===== src/rtl/rect_compositor.sv =====
// Rectangle compositor: per-pixel hit test of NUM_OBJ signed boxes, lowest index wins; optional collision flags via RECT_COMPOSITOR_COLLIDE_EN.
// Latency: results appear 2 i_pix_stb strobes after the i_x/i_y sample; both stages hold between strobes.
// Backpressure: none; i_pix_stb is the only advance qualifier, and collision flags update only on i_animate.
module rect_compositor #(
    parameter int                   NUM_OBJ  = 4,
    parameter int                   COORD_W  = 12,
    parameter int                   COLOR_W  = 8,
    parameter logic [COLOR_W-1:0]   BG_COLOR = {COLOR_W{1'b0}},
    parameter int                   IDX_W    = 4
) (
    input  logic                           i_clk,
    input  logic                           i_rst_n,
    input  logic                           i_pix_stb,
    input  logic [9:0]                     i_x,
    input  logic [8:0]                     i_y,
    input  logic                           i_animate,
    input  logic [NUM_OBJ-1:0]             i_obj_en,
    input  logic [NUM_OBJ*4*COORD_W-1:0]   i_obj_box,
    input  logic [NUM_OBJ*COLOR_W-1:0]     i_obj_color,
    output logic [COLOR_W-1:0]             o_color,
    output logic                           o_hit,
    output logic [IDX_W-1:0]               o_hit_idx,
    output logic [NUM_OBJ-1:0]             o_collide,
    output logic                           o_collide_irq
);

    // Pixel position zero-extended by one bit so it compares as a non-negative signed value.
    logic signed [COORD_W:0] px;
    logic signed [COORD_W:0] py;
    assign px = signed'((COORD_W+1)'(i_x));
    assign py = signed'((COORD_W+1)'(i_y));

    logic [NUM_OBJ-1:0] hit_d;

    genvar k;
    generate
        for (k = 0; k < NUM_OBJ; k++) begin : g_obj
            localparam int BASE = k*4*COORD_W;
            logic signed [COORD_W:0] x1, x2, y1, y2;
            assign x1 = {i_obj_box[BASE+1*COORD_W-1], i_obj_box[BASE+0*COORD_W +: COORD_W]};
            assign x2 = {i_obj_box[BASE+2*COORD_W-1], i_obj_box[BASE+1*COORD_W +: COORD_W]};
            assign y1 = {i_obj_box[BASE+3*COORD_W-1], i_obj_box[BASE+2*COORD_W +: COORD_W]};
            assign y2 = {i_obj_box[BASE+4*COORD_W-1], i_obj_box[BASE+3*COORD_W +: COORD_W]};
            // Strict bounds make empty or inverted boxes unreachable without a separate check.
            assign hit_d[k] = i_obj_en[k] && (px > x1) && (px < x2) && (py > y1) && (py < y2);
        end
    endgenerate

    // Stage 1: hit vector plus a colour snapshot, so later colour edits do not leak into in-flight pixels.
    logic [NUM_OBJ-1:0]         hit_q;
    logic [NUM_OBJ*COLOR_W-1:0] col_q;

    always_ff @(posedge i_clk or negedge i_rst_n) begin
        if (!i_rst_n) begin
            hit_q <= '0;
            col_q <= '0;
        end else if (i_pix_stb) begin
            hit_q <= hit_d;
            col_q <= i_obj_color;
        end
    end

    logic               win_hit;
    logic [IDX_W-1:0]   win_idx;
    logic [COLOR_W-1:0] win_col;

    always_comb begin
        win_hit = 1'b0;
        win_idx = '0;
        win_col = BG_COLOR;
        for (int i = NUM_OBJ-1; i >= 0; i--) begin
            if (hit_q[i]) begin
                win_hit = 1'b1;
                win_idx = IDX_W'(i);
                win_col = col_q[i*COLOR_W +: COLOR_W];
            end
        end
    end

    // Stage 2: registered composite outputs.
    always_ff @(posedge i_clk or negedge i_rst_n) begin
        if (!i_rst_n) begin
            o_color   <= BG_COLOR;
            o_hit     <= 1'b0;
            o_hit_idx <= '0;
        end else if (i_pix_stb) begin
            o_color   <= win_col;
            o_hit     <= win_hit;
            o_hit_idx <= win_idx;
        end
    end

`ifdef RECT_COMPOSITOR_COLLIDE_EN
    logic [NUM_OBJ-1:0] coll_now;
    logic [NUM_OBJ-1:0] pend_q;
    logic [NUM_OBJ-1:0] coll_load;
    logic               any_pair;

    // Only pairs involving object 0 count; bit 0 summarises that any such pair occurred.
    always_comb begin
        coll_now = '0;
        any_pair = 1'b0;
        if (i_pix_stb && hit_d[0]) begin
            for (int j = 1; j < NUM_OBJ; j++) begin
                coll_now[j] = hit_d[j];
                any_pair    = any_pair | hit_d[j];
            end
        end
        coll_now[0] = any_pair;
    end

    assign coll_load = pend_q | coll_now;

    always_ff @(posedge i_clk or negedge i_rst_n) begin
        if (!i_rst_n) begin
            pend_q        <= '0;
            o_collide     <= '0;
            o_collide_irq <= 1'b0;
        end else if (i_animate) begin
            o_collide     <= coll_load;
            o_collide_irq <= |coll_load;
            pend_q        <= '0;
        end else begin
            o_collide_irq <= 1'b0;
            pend_q        <= coll_load;
        end
    end
`else
    logic unused_animate;
    assign unused_animate = i_animate;
    assign o_collide      = '0;
    assign o_collide_irq  = 1'b0;
`endif

endmodule

===== config.mk =====
export PLATFORM = sky130hd
export DESIGN_NAME = rect_compositor
export DESIGN_NICKNAME = d
export VERILOG_FILES = /design/src/rtl/rect_compositor.sv
export SDC_FILE = /design/constraint.sdc
export NUM_CORES = 1
export LEC_CHECK = 0
export CORE_UTILIZATION = 46
export DETAILED_ROUTE_END_ITERATION = 8
export PLACE_DENSITY = 0.95
export SYNTH_ARGS = -nofsm -noshare
export SYNTH_HDL_FRONTEND = slang
export SYNTH_SLANG_ARGS = --single-unit

===== constraint.sdc =====
create_clock -name i_clk -period 3.7 [get_ports i_clk]
set_input_delay 0.555 -clock i_clk [delete_from_list [all_inputs] [get_ports i_clk]]
set_output_delay 0.555 -clock i_clk [all_outputs]
set_load 0.05 [all_outputs]

; Yosys cells after proc, flatten, opt, wreduce, memory -nomap -nowiden
; Index checks and enable logic that the tools add are counted.
[totals]
ff_bits = 49
in_bits = 251
out_inout_bits = 18
word_cells = 49
[classes]
magnitude_cmp = 16
muxes = 12
reduce_logical = 16
[op_table]
columns = cell, count
row1 = $gt A10 B12 Y1, 4
row2 = $gt A11 B12 Y1, 4
row3 = $lt A10 B12 Y1, 4
row4 = $lt A11 B12 Y1, 4
row5 = $mux W8, 4
row6 = $logic_and A1 B1 Y1, 16
row7 = $mux W4, 3
row8 = $mux W1, 4
row9 = $mux W2, 1

; Depth between registers and ports, before layout
; Gate-level depths: netlist of the first run.
[logic_depth]
depth_word = 5
depth_mapped = 8
mapped_depth_nobuf = 8

; Least setup slack after synthesis of the first run
; OpenSTA, ideal clock, no wires.
[synth_timing]
kind = in2reg
start = input port i_obj_box[9]
end = register hit_q[0]
setup_ps = 140
t_arrival_ps = 1785
required_ps = 3560
setup_slack_ps = 1775
cell_stages = 8
n_path_buf = 0
path_cell_list = inv_1 > ha_1 > nand4_1 > or3_1 > o31ai_1 > nor4b_2 > o311ai_1 > o22ai_1
[synth_between]
elab_chain_cells = 5
[synth_lines]
columns = element, line_no
row1 = from (decl), 18  ; input logic [NUM_OBJ*4*COORD_W-1:0] i_obj_box,
row2 = $gt A11 B12 Y1, 45  ; assign hit_d[k] = i_obj_en[k] && (px > x1) && (px < x2) && (py > y1) && (py < y2);
row3 = $logic_and A1 B1 Y1 (4 in a row), 45
row4 = to (signal assigned), 58  ; hit_q <= hit_d;
row5 = to (decl), 50  ; logic [NUM_OBJ-1:0] hit_q;
; Every way passes these cells.
; A chain may end at the register's enable or synchronous reset.

; Final worst setup path of the first run
[layout_timing]
start = input port i_x[7]
end = register hit_q[2]
[layout_between]
elab_chain_cells = 5
[layout_lines]
columns = element, line_no
row1 = from (decl), 14  ; input logic [9:0] i_x,
row2 = $gt A11 B12 Y1, 45
row3 = $logic_and A1 B1 Y1, 45
row4 = $logic_and A1 B1 Y1 * (3 in a row), 45
; Mark *: on every way between the ends. The rest lies on a longest branch, timed or not.

==> results of run 1 <==
worst min path at each step:
| stage | endpoint | cells past startpoint | slack, ps |
|---|---|---|---|
| after floorplan | col_q[0] | 0 | 260 |
| after global placement | col_q[6] | 1 | 490 |
| after detailed placement | col_q[16] | 1 | 500 |
| after CTS | o_color[5] | 1 | 480 |
| after global routing | col_q[15] | 1 | 520 |
| final | col_q[6] | 1 | 450 |
registers in the layout (all words and copies together), names as in the netlist:
register and count:
o_hit_idx 2, o_color 8, o_hit 1, col_q 32, hit_q 4
final cells by class:
class / count / area, um^2 / area share (%)
clock buffers: 5 / 125 / 1.44
multi-input cells: 488 / 3980 / 45.6
well taps: 168 / 210 / 2.41
inverters: 150 / 563 / 6.46
flip-flops and latches: 47 / 1180 / 13.5
clock inverters: 3 / 46.3 / 0.531
repair buffers: 263 / 2620 / 30.0
where the power goes:
part	total (W)	switching, W	internal, W
Combinational	0.000821	0.000371	0.000450
Sequential	0.000591	0.0000302	0.000561
Clock	0.000518	0.000197	0.000321
placed cells by master, fill, tap and decap left out, types with 9 or more instances in the layout:
| cell | netlist | layout |
|---|---|---|
| nand2_1 | 16 | 16 |
| nor2_1 | 49 | 49 |
| a21oi_1 | 56 | 56 |
| dfrtp_1 | 47 | 47 |
| a221oi_1 | 9 | 9 |
| nand3_1 | 21 | 21 |
| ha_1 | 144 | 144 |
| mux2_2 | 33 | 33 |
| inv_1 | 148 | 148 |
| nand4_1 | 13 | 13 |
| clkdlybuf4s50_1 | 0 | 258 |
| o21ai_0 | 24 | 24 |
| nor3_1 | 19 | 19 |
| a21o_1 | 17 | 17 |
logic make-up (layout without fill, tap and decap cells):
group	count (synthesis)	after routing	synth area share, %
adder cells (fa/ha/maj)	144	144	31.1
flip-flops	47	47	20.3
other	1	7	0.0648
AO/OA/AOI/OAI	157	157	18.1
buffers and inverters	167	421	11.4
AND/OR/NAND/NOR	146	146	12.5
multiplexers	34	34	6.59
layer usage:
layer / global-route usage, % / up-vias
met5: 0 / -
met4: 15.8 / 0
met3: 6.72 / 68
met1: 31.5 / 2731
met2: 53.4 / 239
li1: - / 2959
through the flow:
step	instance area, um^2	hold slack [ps]
after floorplan	5810	259
after global placement	8540	490
after detailed placement	8540	497
after CTS	8710	475
after global routing	8710	523
final	8710	446
==> flow_metrics.env, run 1 <==
export IMPL_clkTransAtPathRegs_ps=70
export IMPL_irDropWorstVdd_mv=0.322
export IMPL_wl_met1_mm=7.30
export IMPL_core_mm2=0.0122
export IMPL_netlist_top_cells_count="inv_1 (148), ha_1 (144), a21oi_1 (56)"
export IMPL_postCtsSetupBuffers=0
export IMPL_drtIter0Drc=211
export IMPL_viasPerCell=5.34
export IMPL_outcome="completed"
export IMPL_cp_top_family="buffers and inverters"
export IMPL_critical_path_class="in -> reg"
export IMPL_drtAntennaViolNets=0
export IMPL_synth_edff_count=0
export IMPL_critical_path_arrival_ps=2910
export IMPL_grt_pass1_vias=6212
export IMPL_vias=5997
export IMPL_placed_cells=1116
export IMPL_cp_required_ps=3840
export IMPL_route_detailed_drc=0
export IMPL_clk_path_buf_depth=2
export IMPL_synth_top_area_share_pct=31.1
export IMPL_cp_start_kind="input pin"
export IMPL_yosysMostFrequentCell="inv_1"
export IMPL_routed_top_layer="met4"
export IMPL_drv_cap=0
export IMPL_min_period_ps=2760
export IMPL_area_growth_pct=50.5
export IMPL_htree_levels=2
export IMPL_postLayoutCoreUtil_pct=71.6
export IMPL_power_density_mw_per_mm2=222
export IMPL_r2r_slack_ps=1890
export IMPL_relSlewSlack_pct=31.1
export IMPL_fp_dieW_um=114
export IMPL_cts_inserted_buffers=5
export IMPL_clkLatencyLatePin_ps=290
export IMPL_path_buf_inv=2
export IMPL_cp_slowest_stage_delay_ps=770
export IMPL_wl_met2_mm=9.33
export IMPL_postCtsHoldBufs=0
export IMPL_tns_ps=0
export IMPL_finalNetCount=1350
export IMPL_r2r_end="o_color[4]"
export IMPL_finalPower_w=0.00193
export IMPL_clockRootBuffer="clkbuf_16"
export IMPL_r2r_start="hit_q[2]"
export IMPL_grt_max_degree=57
export IMPL_start_util_pct=47.6
export IMPL_endpoint_kind="flop"
export IMPL_cp_startpoint="i_x[7]"
export IMPL_yosysUniqueCellTypes=55
export IMPL_fillers=904
export IMPL_synth_area_mm2=0.00579
export IMPL_worst_pin_slew_ps=1030
export IMPL_dieArea_mm2=0.0130
export IMPL_fin_ws_ps=936
export IMPL_io_buffer_count=260
export IMPL_layout_cells_non_filler=1124
export IMPL_grt_usage_pct=29.3
export IMPL_hold_violations=0
export IMPL_path_depth=8
export IMPL_gp_congestion=0.901
export IMPL_yosys_warnings=0
export IMPL_cts_repair_resize_count=0
export IMPL_crit_end="hit_q[2]"
export IMPL_wl_mm=19.1
export IMPL_n_antenna_cell=0
export IMPL_final_max_slew_violation_count=0
export IMPL_cts_num_sinks=47
export IMPL_synth_seq_cells=47
export IMPL_r2r_cells=5
export IMPL_grt_first_pass_wirelength_mm=29.6
export IMPL_grt_ovfl_total=0
export IMPL_hp_class="in -> async"
export IMPL_dr_wl_met3_mm=1.53
export IMPL_wl_per_cell_um=17.0
export IMPL_ys_flop_type="dfrtp_1"
export IMPL_syn_area_per_cell_um2=8.32
export IMPL_synthCells=696
export IMPL_antenna_found_initial=1
export IMPL_cts_tree="yes"
export IMPL_synth_top_area_cell="ha_1"
export IMPL_cp_max_fo=8
export IMPL_ys_seq_area_share_pct=20.3
export IMPL_final_setup_skew_ps=6.05
export IMPL_post_dp_hpwl_mm=16.1
export IMPL_crit_path_top_delay_cell="clkdlybuf4s50_1"
export IMPL_drive_above_1_share_pct=5.65
export IMPL_firstDrtPassIters=4
export IMPL_row_count=40
export IMPL_rsz0062_at_grt="no"
export IMPL_preCtsSetupSlack_ps=615
export IMPL_fp_dieH_um=114
export IMPL_leakagePower_nw=4.30
export IMPL_crit_path_cell_trace="clkdlybuf4s50_1, ha_1, nand4_1, nor3_1, a2111oi_0, buf_4, o211ai_1, o41ai_1"
export IMPL_fmax_mhz=362
export IMPL_final_setup_viol_count=0
export IMPL_min_period_over_period_pct=74.7
export IMPL_ios=269
export IMPL_yosys_top_cells_area="ha_1 (31%), dfrtp_1 (20%), inv_1 (9.6%)"
export IMPL_synthArstFlopShare_pct=100
(Power assumes the default switching activity.)
==> run 2: changes to the inputs <==
- CORE_UTILIZATION: 46 -> 39
- PLACE_DENSITY: 0.95 -> 0.9
- clock period: 3.7 -> 2.4 ns (I/O delays scaled with it)
==> flow_metrics.env, run 2 (same netlist as run 1, synthesis figures left out) <==
export IMPL_drtAntennaViolNets=0
export IMPL_cp_required_ps=2590
export IMPL_clkTransAtPathRegs_ps=60
export IMPL_clk_path_buf_depth=2
export IMPL_largestRegisters="col_q x32, o_color x8, hit_q x4"
export IMPL_path_buf_inv=2
export IMPL_min_period_over_period_pct=95.5
export IMPL_grt_max_degree=55
export IMPL_final_max_slew_violation_count=0
export IMPL_endpoint_kind="flop"
export IMPL_io_buffer_count=260
export IMPL_preCtsSetupSlack_ps=-382
export IMPL_fin_ws_ps=108
export IMPL_gp_congestion=0.915
export IMPL_irDropWorstVdd_mv=0.423
export IMPL_route_detailed_drc=0
export IMPL_ios=269
export IMPL_antenna_found_initial=0
export IMPL_tns_ps=0
export IMPL_worst_pin_slew_ps=593
export IMPL_post_dp_hpwl_mm=17.3
export IMPL_min_period_ps=2290
export IMPL_start_util_pct=39.8
export IMPL_clkLatencyLatePin_ps=290
export IMPL_core_mm2=0.0145
export IMPL_leakagePower_nw=4.56
export IMPL_power_density_mw_per_mm2=334
export IMPL_dieArea_mm2=0.0153
export IMPL_htree_levels=2
export IMPL_clockRootBuffer="clkbuf_16"
export IMPL_rsz0062_at_grt="no"
export IMPL_r2r_start="hit_q[3]"
export IMPL_cp_start_kind="input pin"
export IMPL_wl_per_cell_um=16.8
export IMPL_wl_mm=19.9
export IMPL_layout_common_cells="clkdlybuf4s50_1 (253), inv_1 (148), ha_1 (144), a21oi_1 (56), buf_4 (51)"
export IMPL_r2r_cells=7
export IMPL_hold_violations=0
export IMPL_layout_commonest_cell="clkdlybuf4s50_1"
export IMPL_postCtsSetupBuffers=0
export IMPL_drtIter0Drc=240
export IMPL_drive_above_1_share_pct=10.5
export IMPL_fmax_mhz=436
export IMPL_cp_max_fo=4
export IMPL_final_setup_skew_ps=4.12
export IMPL_cts_inserted_buffers=5
export IMPL_relSlewSlack_pct=60.5
export IMPL_area_growth_pct=57.4
export IMPL_crit_path_cell_trace="clkdlybuf4s50_1, buf_4, ha_1, nand3_1, nor4_1, a31o_1, nor4_2, o2111ai_1, o32ai_2"
export IMPL_grt_usage_pct=25.4
export IMPL_critical_path_class="in -> reg"
export IMPL_vias=6163
export IMPL_critical_path_arrival_ps=2480
export IMPL_final_setup_viol_count=0
export IMPL_viasPerCell=5.19
export IMPL_firstDrtPassIters=4
export IMPL_cts_num_sinks=47
export IMPL_cts_tree="yes"
export IMPL_grt_first_pass_wirelength_mm=29.5
export IMPL_n_antenna_cell=0
export IMPL_outcome="completed"
export IMPL_largest_reg_flops=32
export IMPL_cp_top_family="buffers and inverters"
export IMPL_fp_dieW_um=124
export IMPL_grt_pass1_vias=6271
export IMPL_finalNetCount=1398
export IMPL_drv_cap=0
export IMPL_grt_ovfl_total=0
export IMPL_cp_slowest_stage_delay_ps=530
export IMPL_regMostFlops="col_q"
export IMPL_r2r_slack_ps=850
export IMPL_fp_dieH_um=124
export IMPL_row_count=44
export IMPL_r2r_end="o_color[4]"
export IMPL_crit_path_top_delay_cell="clkdlybuf4s50_1"
export IMPL_hp_class="in -> async"
[run 2: changes by cell type in the layout (fill, tap and decap cells not counted), moves of 2 or more]
cell,previous run,this run
buf_4,3,51
clkdlybuf4s50_1,258,253
dlygate4sd2_1,0,3
dlymetal6s2s_1,0,2
[run 2: cell type report]
class	instances	area, um^2
clock buffers	5	125
clock inverters	2	37.5
fillers	1205	5420
inverters	150	563
multi-input cells	488	4000
flip-flops and latches	47	1180
well taps	184	230
repair buffers	311	2980
[run 2: routing by layer]
metal / wire length, um / part of all wire, % / vias up / global-route usage [%]
li1: - / - / 3054 / -
met1: 7830 / 39 / 2819 / 28.6
met3: 1630 / 8.2 / 48 / 5.45
met2: 9810 / 49 / 242 / 46.6
met5: 0 / 0 / - / 0
met4: 654 / 3.3 / 0 / 9.56
[run 2: power by group]
part | leakage (nW) | total (W) | internal [W] | switching (W)
Combinational | 3.92 | 0.00134 | 0.000744 | 0.000597
Clock | 0.0759 | 0.000786 | 0.000486 | 0.000300
Sequential | 0.568 | 0.000911 | 0.000865 | 0.0000459
Total | 4.56 | 0.00304 | 0.00210 | 0.000943
[run 2: worst max-delay path by stage]
stage | start | endpoint | slack [ps] | depth (start not counted)
2_1_floorplan | i_obj_box[9] | hit_q[0] | 670 | 8
3_3_place_gp | i_y[3] | hit_q[0] | -320 | 9
3_5_place_dp | i_y[1] | hit_q[0] | -380 | 9
4_1_cts | i_y[3] | hit_q[0] | 60 | 9
5_1_grt | i_x[9] | hit_q[3] | 7 | 9
6_report | i_x[9] | hit_q[3] | 110 | 9
[run 2: what timing repair did]
| item | CTS | global route |
|---|---|---|
| setup endpoints to repair | 2 | 3 |
| hold buffers | 0 | 0 |
| pin swaps | 0 | 1 |
| resized for setup | 4 | 6 |
[run 2: metrics by stage]
stage | utilization (%) | instances | instance area, um^2 | hold slack, ps | total power, W
2_1_floorplan | - | 702 | 5810 | 64.4 | 0.00153
3_3_place_gp | 61.4 | 1180 | 8920 | 335 | 0.00221
3_5_place_dp | 61.4 | 1180 | 8920 | 347 | 0.00226
4_1_cts | 62.5 | 1187 | 9080 | 38.9 | 0.00305
5_1_grt | 62.7 | 1187 | 9110 | 63.9 | 0.00323
6_report | 62.7 | 1187 | 9110 | 29.4 | 0.00304
[run 2: worst reg2reg max path, delay by kind of cell, from the launching register on]
family | cells | cell delay, ps
AND/OR/NAND/NOR | 2 | 160
buffers and inverters | 2 | 270
flip-flops | 1 | 420
AO/OA/AOI/OAI | 3 | 560
==> run 3: changes to the inputs <==
- CORE_MARGIN: unset -> 1
==> results of run 3 <==
Final layout, timing and power as in run 2 (identical DEF).
